**src/rtl/axil_pkg.sv**
```systemverilog
// Shared types for the AXI4-Lite register slave: response codes and channel FSM states.
package axil_pkg;

  typedef logic [1:0] resp_t;

  localparam resp_t RESP_OKAY   = 2'b00;
  localparam resp_t RESP_SLVERR = 2'b10;
  localparam resp_t RESP_DECERR = 2'b11;

  typedef enum logic [1:0] {W_IDLE, W_EXEC, W_RESP} wr_state_t;
  typedef enum logic {R_IDLE, R_DATA} rd_state_t;

endpackage

```
**src/rtl/axil_addr_decode.sv**
```systemverilog
// Combinational address decoder: maps a byte address to {hit, register index}.
module axil_addr_decode #(
  parameter int          NUM_REGS  = 16,
  parameter logic [31:0] BASE_ADDR = 32'h0001_0000,
  localparam int         IDX_W     = $clog2(NUM_REGS)
) (
  input  logic [31:0]      addr,
  output logic             hit,
  output logic [IDX_W-1:0] idx
);

  localparam logic [31:0] SPAN = 32'(NUM_REGS * 4);

  logic [31:0] offset;
  logic        unused_offset;

  // Comparing the offset rather than BASE_ADDR+SPAN avoids wrap at the top of the map.
  assign offset        = addr - BASE_ADDR;
  assign hit           = (addr >= BASE_ADDR) && (offset < SPAN);
  assign idx           = offset[IDX_W+1:2];
  assign unused_offset = ^{offset[31:IDX_W+2], offset[1:0]};

endmodule

```
**src/rtl/axil_reg_slave.sv**
```systemverilog
// AXI4-Lite slave exposing NUM_REGS 32-bit registers as flat outputs.
// Define AXIL_REG_SLAVE_STATUS_EN to make the last register a read-only view of status_i.
module axil_reg_slave
  import axil_pkg::*;
#(
  parameter int          NUM_REGS  = 16,
  parameter logic [31:0] BASE_ADDR = 32'h0001_0000
) (
  input  logic                     aclk,
  input  logic                     aresetn,
  input  logic [31:0]              s_axi_awaddr,
  input  logic                     s_axi_awvalid,
  output logic                     s_axi_awready,
  input  logic [31:0]              s_axi_wdata,
  input  logic [3:0]               s_axi_wstrb,
  input  logic                     s_axi_wvalid,
  output logic                     s_axi_wready,
  output logic [1:0]               s_axi_bresp,
  output logic                     s_axi_bvalid,
  input  logic                     s_axi_bready,
  input  logic [31:0]              s_axi_araddr,
  input  logic                     s_axi_arvalid,
  output logic                     s_axi_arready,
  output logic [31:0]              s_axi_rdata,
  output logic [1:0]               s_axi_rresp,
  output logic                     s_axi_rvalid,
  input  logic                     s_axi_rready,
`ifdef AXIL_REG_SLAVE_STATUS_EN
  input  logic [31:0]              status_i,
`endif
  output logic [NUM_REGS*32-1:0]   regs_o,
  output logic [NUM_REGS-1:0]      wr_pulse_o
);

  localparam int             IDX_W    = $clog2(NUM_REGS);
  localparam logic [IDX_W-1:0] LAST_IDX = IDX_W'(NUM_REGS - 1);

  wr_state_t        wr_state, wr_next;
  rd_state_t        rd_state, rd_next;
  logic             aw_held, w_held, aw_hs, w_hs, ar_hs;
  logic [31:0]      awaddr_q, wdata_q;
  logic [3:0]       wstrb_q;
  logic             w_hit, r_hit, w_ro, w_commit;
  logic [IDX_W-1:0] w_idx, r_idx;
  resp_t            w_resp;
  logic [31:0]      rd_value;
  logic [31:0]      regs_q [NUM_REGS];

  axil_addr_decode #(.NUM_REGS(NUM_REGS), .BASE_ADDR(BASE_ADDR)) u_wr_decode (
    .addr (awaddr_q),
    .hit  (w_hit),
    .idx  (w_idx)
  );

  axil_addr_decode #(.NUM_REGS(NUM_REGS), .BASE_ADDR(BASE_ADDR)) u_rd_decode (
    .addr (s_axi_araddr),
    .hit  (r_hit),
    .idx  (r_idx)
  );

  // Readies are held low while reset is asserted.
  assign s_axi_awready = aresetn && (wr_state == W_IDLE) && !aw_held;
  assign s_axi_wready  = aresetn && (wr_state == W_IDLE) && !w_held;
  assign s_axi_arready = aresetn && (rd_state == R_IDLE);
  assign aw_hs         = s_axi_awvalid && s_axi_awready;
  assign w_hs          = s_axi_wvalid && s_axi_wready;
  assign ar_hs         = s_axi_arvalid && s_axi_arready;

`ifdef AXIL_REG_SLAVE_STATUS_EN
  assign w_ro = w_hit && (w_idx == LAST_IDX);
`else
  assign w_ro = 1'b0;
`endif

  always_comb begin
    wr_next    = wr_state;
    w_resp     = RESP_OKAY;
    w_commit   = 1'b0;
    wr_pulse_o = '0;
    case (wr_state)
      W_IDLE: if (aw_held && w_held) wr_next = W_EXEC;
      W_EXEC: begin
        wr_next = W_RESP;
        if (!w_hit) begin
          w_resp = RESP_DECERR;
        end else if (w_ro) begin
          w_resp = RESP_SLVERR;
        end else begin
          w_commit = 1'b1;
          if (wstrb_q != 4'b0000) wr_pulse_o[w_idx] = 1'b1;
        end
      end
      W_RESP: if (s_axi_bready) wr_next = W_IDLE;
      default: wr_next = W_IDLE;
    endcase
  end

  always_ff @(posedge aclk) begin
    if (!aresetn) wr_state <= W_IDLE;
    else          wr_state <= wr_next;
  end

  // Write payload capture; only the held flags qualify it, so no reset is needed.
  always_ff @(posedge aclk) begin
    if (aw_hs) awaddr_q <= s_axi_awaddr;
    if (w_hs) begin
      wdata_q <= s_axi_wdata;
      wstrb_q <= s_axi_wstrb;
    end
  end

  always_ff @(posedge aclk) begin
    if (!aresetn) begin
      aw_held      <= 1'b0;
      w_held       <= 1'b0;
      s_axi_bvalid <= 1'b0;
      s_axi_bresp  <= RESP_OKAY;
      for (int i = 0; i < NUM_REGS; i++) regs_q[i] <= '0;
    end else begin
      if (aw_hs) aw_held <= 1'b1;
      if (w_hs)  w_held  <= 1'b1;
      if (wr_state == W_EXEC) begin
        aw_held      <= 1'b0;
        w_held       <= 1'b0;
        s_axi_bvalid <= 1'b1;
        s_axi_bresp  <= w_resp;
        if (w_commit) begin
          for (int k = 0; k < 4; k++)
            if (wstrb_q[k]) regs_q[w_idx][8*k +: 8] <= wdata_q[8*k +: 8];
        end
      end else if ((wr_state == W_RESP) && s_axi_bready) begin
        s_axi_bvalid <= 1'b0;
      end
    end
  end

  always_comb begin
    rd_next = rd_state;
    case (rd_state)
      R_IDLE:  if (ar_hs) rd_next = R_DATA;
      R_DATA:  if (s_axi_rready) rd_next = R_IDLE;
      default: rd_next = R_IDLE;
    endcase
  end

  always_comb begin
    rd_value = r_hit ? regs_q[r_idx] : 32'h0;
`ifdef AXIL_REG_SLAVE_STATUS_EN
    if (r_hit && (r_idx == LAST_IDX)) rd_value = status_i;
`endif
  end

  always_ff @(posedge aclk) begin
    if (!aresetn) begin
      rd_state     <= R_IDLE;
      s_axi_rvalid <= 1'b0;
      s_axi_rdata  <= '0;
      s_axi_rresp  <= RESP_OKAY;
    end else begin
      rd_state <= rd_next;
      if (ar_hs) begin
        s_axi_rvalid <= 1'b1;
        s_axi_rdata  <= rd_value;
        s_axi_rresp  <= r_hit ? RESP_OKAY : RESP_DECERR;
      end else if ((rd_state == R_DATA) && s_axi_rready) begin
        s_axi_rvalid <= 1'b0;
      end
    end
  end

  always_comb begin
    regs_o = '0;
    for (int i = 0; i < NUM_REGS; i++) regs_o[32*i +: 32] = regs_q[i];
`ifdef AXIL_REG_SLAVE_STATUS_EN
    regs_o[32*(NUM_REGS-1) +: 32] = status_i;
`endif
  end

endmodule

```
**config.mk**
```make
export PLATFORM = sky130hd
export DESIGN_NAME = axil_reg_slave
export DESIGN_NICKNAME = d
export VERILOG_FILES = /design/src/rtl/axil_pkg.sv /design/src/rtl/axil_addr_decode.sv /design/src/rtl/axil_reg_slave.sv
export SDC_FILE = /design/constraint.sdc
export NUM_CORES = 1
export LEC_CHECK = 0
export CORE_AREA = 2 2 263 265
export CTS_BUF_LIST = sky130_fd_sc_hd__clkbuf_16
export DETAILED_ROUTE_END_ITERATION = 7
export DIE_AREA = 0 0 265 267
export PLACE_DENSITY_LB_ADDON = 0.3
export SETUP_SLACK_MARGIN = 0.15
export SYNTH_ARGS = -nofsm -noshare
export SYNTH_HDL_FRONTEND = slang
export SYNTH_SLANG_ARGS = --single-unit
```
**constraint.sdc**
```tcl
create_clock -name aclk -period 7.5 [get_ports aclk]
set_input_delay 2.25 -clock aclk [delete_from_list [all_inputs] [get_ports aclk]]
set_output_delay 2.25 -clock aclk [all_outputs]
set_load 0.01 [all_outputs]
```
==> results of run 1 <==
worst min path at each step:
stage	startpoint	to	slack [ps]	depth (start not counted)
finish	s_axi_rdata[3]	s_axi_rdata[3]	460	1
global route	s_axi_rdata[14]	s_axi_rdata[14]	480	1
CTS	s_axi_rdata[3]	s_axi_rdata[3]	470	1
detailed placement	s_axi_rdata[28]	s_axi_rdata[28]	460	1
global placement	w_held	wr_state[0]	440	2
floorplan	w_held	wr_state[0]	420	2
layer usage:
metal	share of wire, %	track usage, %	routed length, µm	vias to the layer above
li1	-	-	-	7954
met1	37	35.9	37700	9765
met2	49	46.7	49900	1307
met3	10	6.07	10200	210
met4	4.2	11.9	4300	0
met5	0	0	0	-
per-stage QoR:
stage | setup WS (ps) | std cells
global placement | 1840 | 3265
finish | 1680 | 3388
global route | 1500 | 3388
CTS | 1550 | 3388
floorplan | 2290 | 1786
detailed placement | 1860 | 3265
cell families (layout without fill, tap and decap cells):
family,count (synthesis),count (layout),synth area share (%)
AND/OR/NAND/NOR,697,697,11.2
XOR/XNOR,3,3,0.0990
AO/OA/AOI/OAI,114,114,2.89
buffers and inverters,165,885,3.82
multiplexers,188,188,13.5
flip-flops,619,619,68.5
cell type report:
cell class	instances	area, µm²
clock inverters	53	327
clock buffers	70	1750
fillers	5567	31800
well taps	882	1100
multi-input cells	1002	7420
flip-flops and latches	619	18200
inverters	6	22.5
repair buffers	756	7360
sequential cells by signal, indices dropped and copies added (netlist names):
name,cells
regs_q,512
s_axi_rdata,32
wdata_q,32
awaddr_q,30
wstrb_q,4
wr_state,2
aw_held,1
rd_state,1
s_axi_bresp,1
s_axi_bvalid,1
s_axi_rresp,1
s_axi_rvalid,1
w_held,1
critical path, cell delays in order (launching register included):
cell and delay, ps:
edfxtp_1 370, nor4_1 370, and4_1 800, buf_4 400
nand4_4 100, nor2_1 310, clkdlybuf4s50_1 600
layout by cell type (no fill, tap or decap), drive strengths merged, types with 25 or more instances in the layout:
cell type and n:
clkdlybuf4s50 666, edfxtp 578, nor2 539, mux4 124, nand2 92, buf 89
clkbuf 71, o21ai 67, mux2i 64, dfxtp 41, a32o 32, clkinv 28
inv 25
power by group through the flow:
stage | logic [mW] | registers, mW | clock network [mW]
floorplan | 0.273 | 4.04 | 0
global placement | 0.708 | 4.02 | 0
detailed placement | 0.715 | 4.02 | 0
CTS | 0.717 | 3.95 | 3.17
global route | 0.745 | 3.96 | 3.31
finish | 0.713 | 3.95 | 3.15
==> impl_metrics.yaml, run 1 <==
run_status:
  status: "finished, final reports clean"
floorplanning:
  core-area_um2: 68000
  dieWidth_um: 265
  rows: 96
  io_pins: 676
  start_util_pct: 39.0
  die_y_um: 267
  die_area_um2: 70800
clock_tree:
  cts_made_buffers: 67
  ctsResizeCount: 0
  cts-root-buf: "clkbuf_16"
  h-tree-depth: 3
  post-cts-setup-buffers: 0
  worstSkewPairLatency_ps: 610
  clk_pin_slew_ps: 60
  cts.sinks: 619
  cts_buffer_depth: 3
  cts_hold_buf: 0
  cts_tree: "built"
worst_setup_path:
  r2r_end: "regs_q[2][1]"
  startpoint: "awaddr_q[25]"
  rr_startpoint: "awaddr_q[25]"
  cp-end-kind: "output pin"
  critPathMaxFanout: 9
  cp.arrival_ps: 3570
  cp.required_ps: 5250
  ff2ff_path_depth: 6
  start_kind: "flip-flop"
  crit_end: "wr_pulse_o[4]"
  crit_type: "flip-flop to output pin"
  rrSetupSlack_ps: 3420
layout:
  drive_gt1_share_pct: 11.4
  nNetsFinal: 2559
  postLayoutCellArea_um2: 36200
  final_util_pct: 53.2
  diodes: 0
  area_growth_pct: 36.3
sta:
  final_hold_viol_count: 0
  setup_violations: 0
  period_share_pct: 77.6
  worstMarginPinSlew_ps: 1440
  rsz0062_at_grt: "false"
  fmax_ghz: 0.172
  finalSetupTns_ps: 0
  relSlewSlack_pct: 3.60
  skew_ps: 25.9
  whs_ps: 464
  slew_violations: 0
  fin_crit_ps: 5820
drt:
  drc: 0
  vias: 19200
  drt_pre_antenna_iters: 5
  avgRoutedWirePerCell_um: 30.1
  drtAntennaViolNets: 0
  drt_wl_total_um: 102000
  drtIter0Drc: 2052
  avgViaCountPerCell: 5.68
placed_design:
  gp_congestion: 0.878
  hpwl_um: 71000
  numPortBuffers: 671
  placed_cell_area_um2: 34100
logic_synthesis:
  synth_most_common_cell: "edfxtp_1"
  async_flop_share_pct: 0
  synthCells: 1786
  synth_commonest_cells: "578 x edfxtp_1, 539 x nor2_1, 92 x nand2_1"
  synth-edff-count: 578
  syn_nets: 1893
  syn_area_per_cell_um2: 14.9
  yosys.area.top_type: "edfxtp_1"
  synth_top_area_share_pct: 65.4
  ys_seq_elements: 619
  ys.flop_type: "edfxtp_1"
  synth.distinct_cells: 39
  yosysWarnings: 0
  synthTopCellsByArea: "edfxtp_1 65%, nor2_1 7.6%, mux4_2 7.3%"
  ys_seq_area_share_pct: 68.5
  netlist_area_um2: 26500
power:
  p_int_mw: 5.98
  switching_share_pct: 23.5
  power_mw: 7.81
  p_comb_share_pct: 9.1
  pwr-share-clk_pct: 40.3
  power_switching_mw: 1.83
  pwr-share-seq_pct: 50.6
  ir_drop_mv: 0.193
  p_leak_nw: 12.8
  power.density_nw_per_um2: 216
global_route:
  grt_pass1_wl_um: 140000
  grt_max_degree: 75
  grt_pass1_vias: 19200
  gr-total-overflow: 0
  antenna_found_initial: 2
  grt.total_usage_pct: 28.2
run:
  max-cap-violations: 0
hold_path:
  hold_path_class: "flip-flop to flip-flop"
Power figures use the tool's default switching activity.
==> inputs of run 2 (changes only) <==
Settings changed: CORE_AREA 2 2 263 265 to 2 2 261 263, DIE_AREA 0 0 265 267 to 0 0 263 265.
Clock period 7.5 ns to 5.3 ns, I/O delays scaled along.
==> impl_metrics.yaml, run 2 (same netlist as run 1, synthesis figures left out) <==
run_status:
  status: "finished, final reports clean"
clock_tree:
  cts_tree: "built"
  h-tree-depth: 3
  post-cts-setup-buffers: 0
  cts-root-buf: "clkbuf_16"
  ctsResizeCount: 0
  cts_buffer_depth: 3
  cts.sinks: 619
  clk_pin_slew_ps: 60
  worstSkewPairLatency_ps: 620
  cts_hold_buf: 0
  cts_made_buffers: 68
worst_setup_path:
  critPathMaxFanout: 17
  cp-end-kind: "output pin"
  crit_type: "flip-flop to output pin"
  start_kind: "flip-flop"
  rrSetupSlack_ps: 1810
  cp.arrival_ps: 3140
  cp.required_ps: 3710
  ff2ff_path_depth: 7
  rr_startpoint: "awaddr_q[25]"
  r2r_end: "regs_q[6][2]"
global_route:
  gr-total-overflow: 0
  grt_pass1_vias: 19300
  use_met3_pct: 6.59
  met2_usage_pct: 48.7
  met1_usage_pct: 37.9
  grt.total_usage_pct: 29.4
  gr-max-usage-layer: "met2"
  grt_pass1_wl_um: 145000
  grt_max_degree: 73
  antenna_found_initial: 3
hold_path:
  worstHoldPathCells: 2
  min_from: "w_held"
  hold_path_class: "flip-flop to flip-flop"
  hold_end: "wr_state[0]"
placed_design:
  gp_congestion: 0.890
  numPortBuffers: 671
  hpwl_um: 73200
  post-place-cells: 3263
  dp_worst_setup_slack_ps: 1170
power:
  ir_drop_mv: 0.233
  power.density_nw_per_um2: 307
  p_leak_nw: 12.8
floorplanning:
  dieWidth_um: 263
  io_pins: 676
  rows: 95
  die_area_um2: 69700
  start_util_pct: 39.7
  die_y_um: 265
  core-area_um2: 66800
layout:
  nNetsFinal: 2567
  final_util_pct: 54.2
  fin_cells: 3384
  largest-register: "regs_q"
  area_growth_pct: 36.5
  reg_top3: "regs_q (512), s_axi_rdata (32), wdata_q (32)"
  layout.cells.most_common_list: "666 x clkdlybuf4s50_1, 578 x edfxtp_1, 539 x nor2_1, 92 x nand2_1, 92 x buf_4"
  drive_gt1_share_pct: 11.7
  largest_register_ffs: 512
  final_common_cell: "clkdlybuf4s50_1"
sta:
  fin_crit_ps: 4730
  fmax_ghz: 0.211
  finalSetupTns_ps: 0
  timing.final.ws_setup_ps: 567
  relSlewSlack_pct: 5.46
  setup_violations: 0
  rsz0062_at_grt: "false"
  period_share_pct: 89.3
  worstMarginPinSlew_ps: 1410
  skew_ps: 32.6
  final_hold_viol_count: 0
  slew_violations: 0
drt:
  drtAntennaViolNets: 0
  drt_pre_antenna_iters: 6
  avgViaCountPerCell: 5.73
  vias: 19400
  drtIter0Drc: 2153
  drc: 0
  drt_wl_total_um: 105000
  avgRoutedWirePerCell_um: 31.0
run:
  max-cap-violations: 0
[run 2: area by class of cell]
cell class                      instances  area [µm²]
Timing Repair Buffer                  763        7410
Tap cell                              873        1090
Multi-Input combinational cell       1002        7440
Clock inverter                         50         332
Clock buffer                           70        1750
Antenna cell                            1        2.50
Inverter                                6        22.5
Sequential cell                       619       18200
Fill cell                            5380       30600
[run 2: critical path, stage by stage, from the launching register on]
cell,delay [ps]
edfxtp_1,360
nor4_1,360
and4_1,240
buf_4,410
nand4_4,130
nor2_1,340
clkdlybuf4s50_1,670
[run 2: per-stage QoR]
| step | hold slack, ps | total power [mW] | instance area, µm² |
|---|---|---|---|
| final | 458 | 11.1 | 36200 |
| after global routing | 486 | 11.4 | 36200 |
| after CTS | 454 | 11.2 | 36200 |
| after detailed placement | 447 | 6.72 | 34100 |
| after global placement | 441 | 6.70 | 34100 |
| after floorplan | 423 | 6.11 | 26500 |
[run 2: per-layer routing]
| layer | wire length (µm) | vias to the layer above |
|---|---|---|
| li1 | - | 7966 |
| met1 | 39600 | 9904 |
| met2 | 51200 | 1338 |
| met3 | 10400 | 193 |
| met4 | 3710 | 2 |
| met5 | 13 | - |
[run 2: power by group]
group	internal (mW)	switching [mW]	total, mW
sequential	5.49	0.107	5.60
combinational	0.479	0.545	1.02
clock	2.54	1.95	4.49
[run 2: worst max path at each step]
stage / startpoint / slack, ps / endpoint
floorplan: aresetn / 1410 / s_axi_arready
global placement: awaddr_q[22] / 1110 / wr_pulse_o[3]
detailed placement: awaddr_q[23] / 1170 / wr_pulse_o[3]
CTS: awaddr_q[22] / 510 / wr_pulse_o[3]
global route: awaddr_q[22] / 390 / wr_pulse_o[3]
finish: awaddr_q[25] / 570 / wr_pulse_o[3]
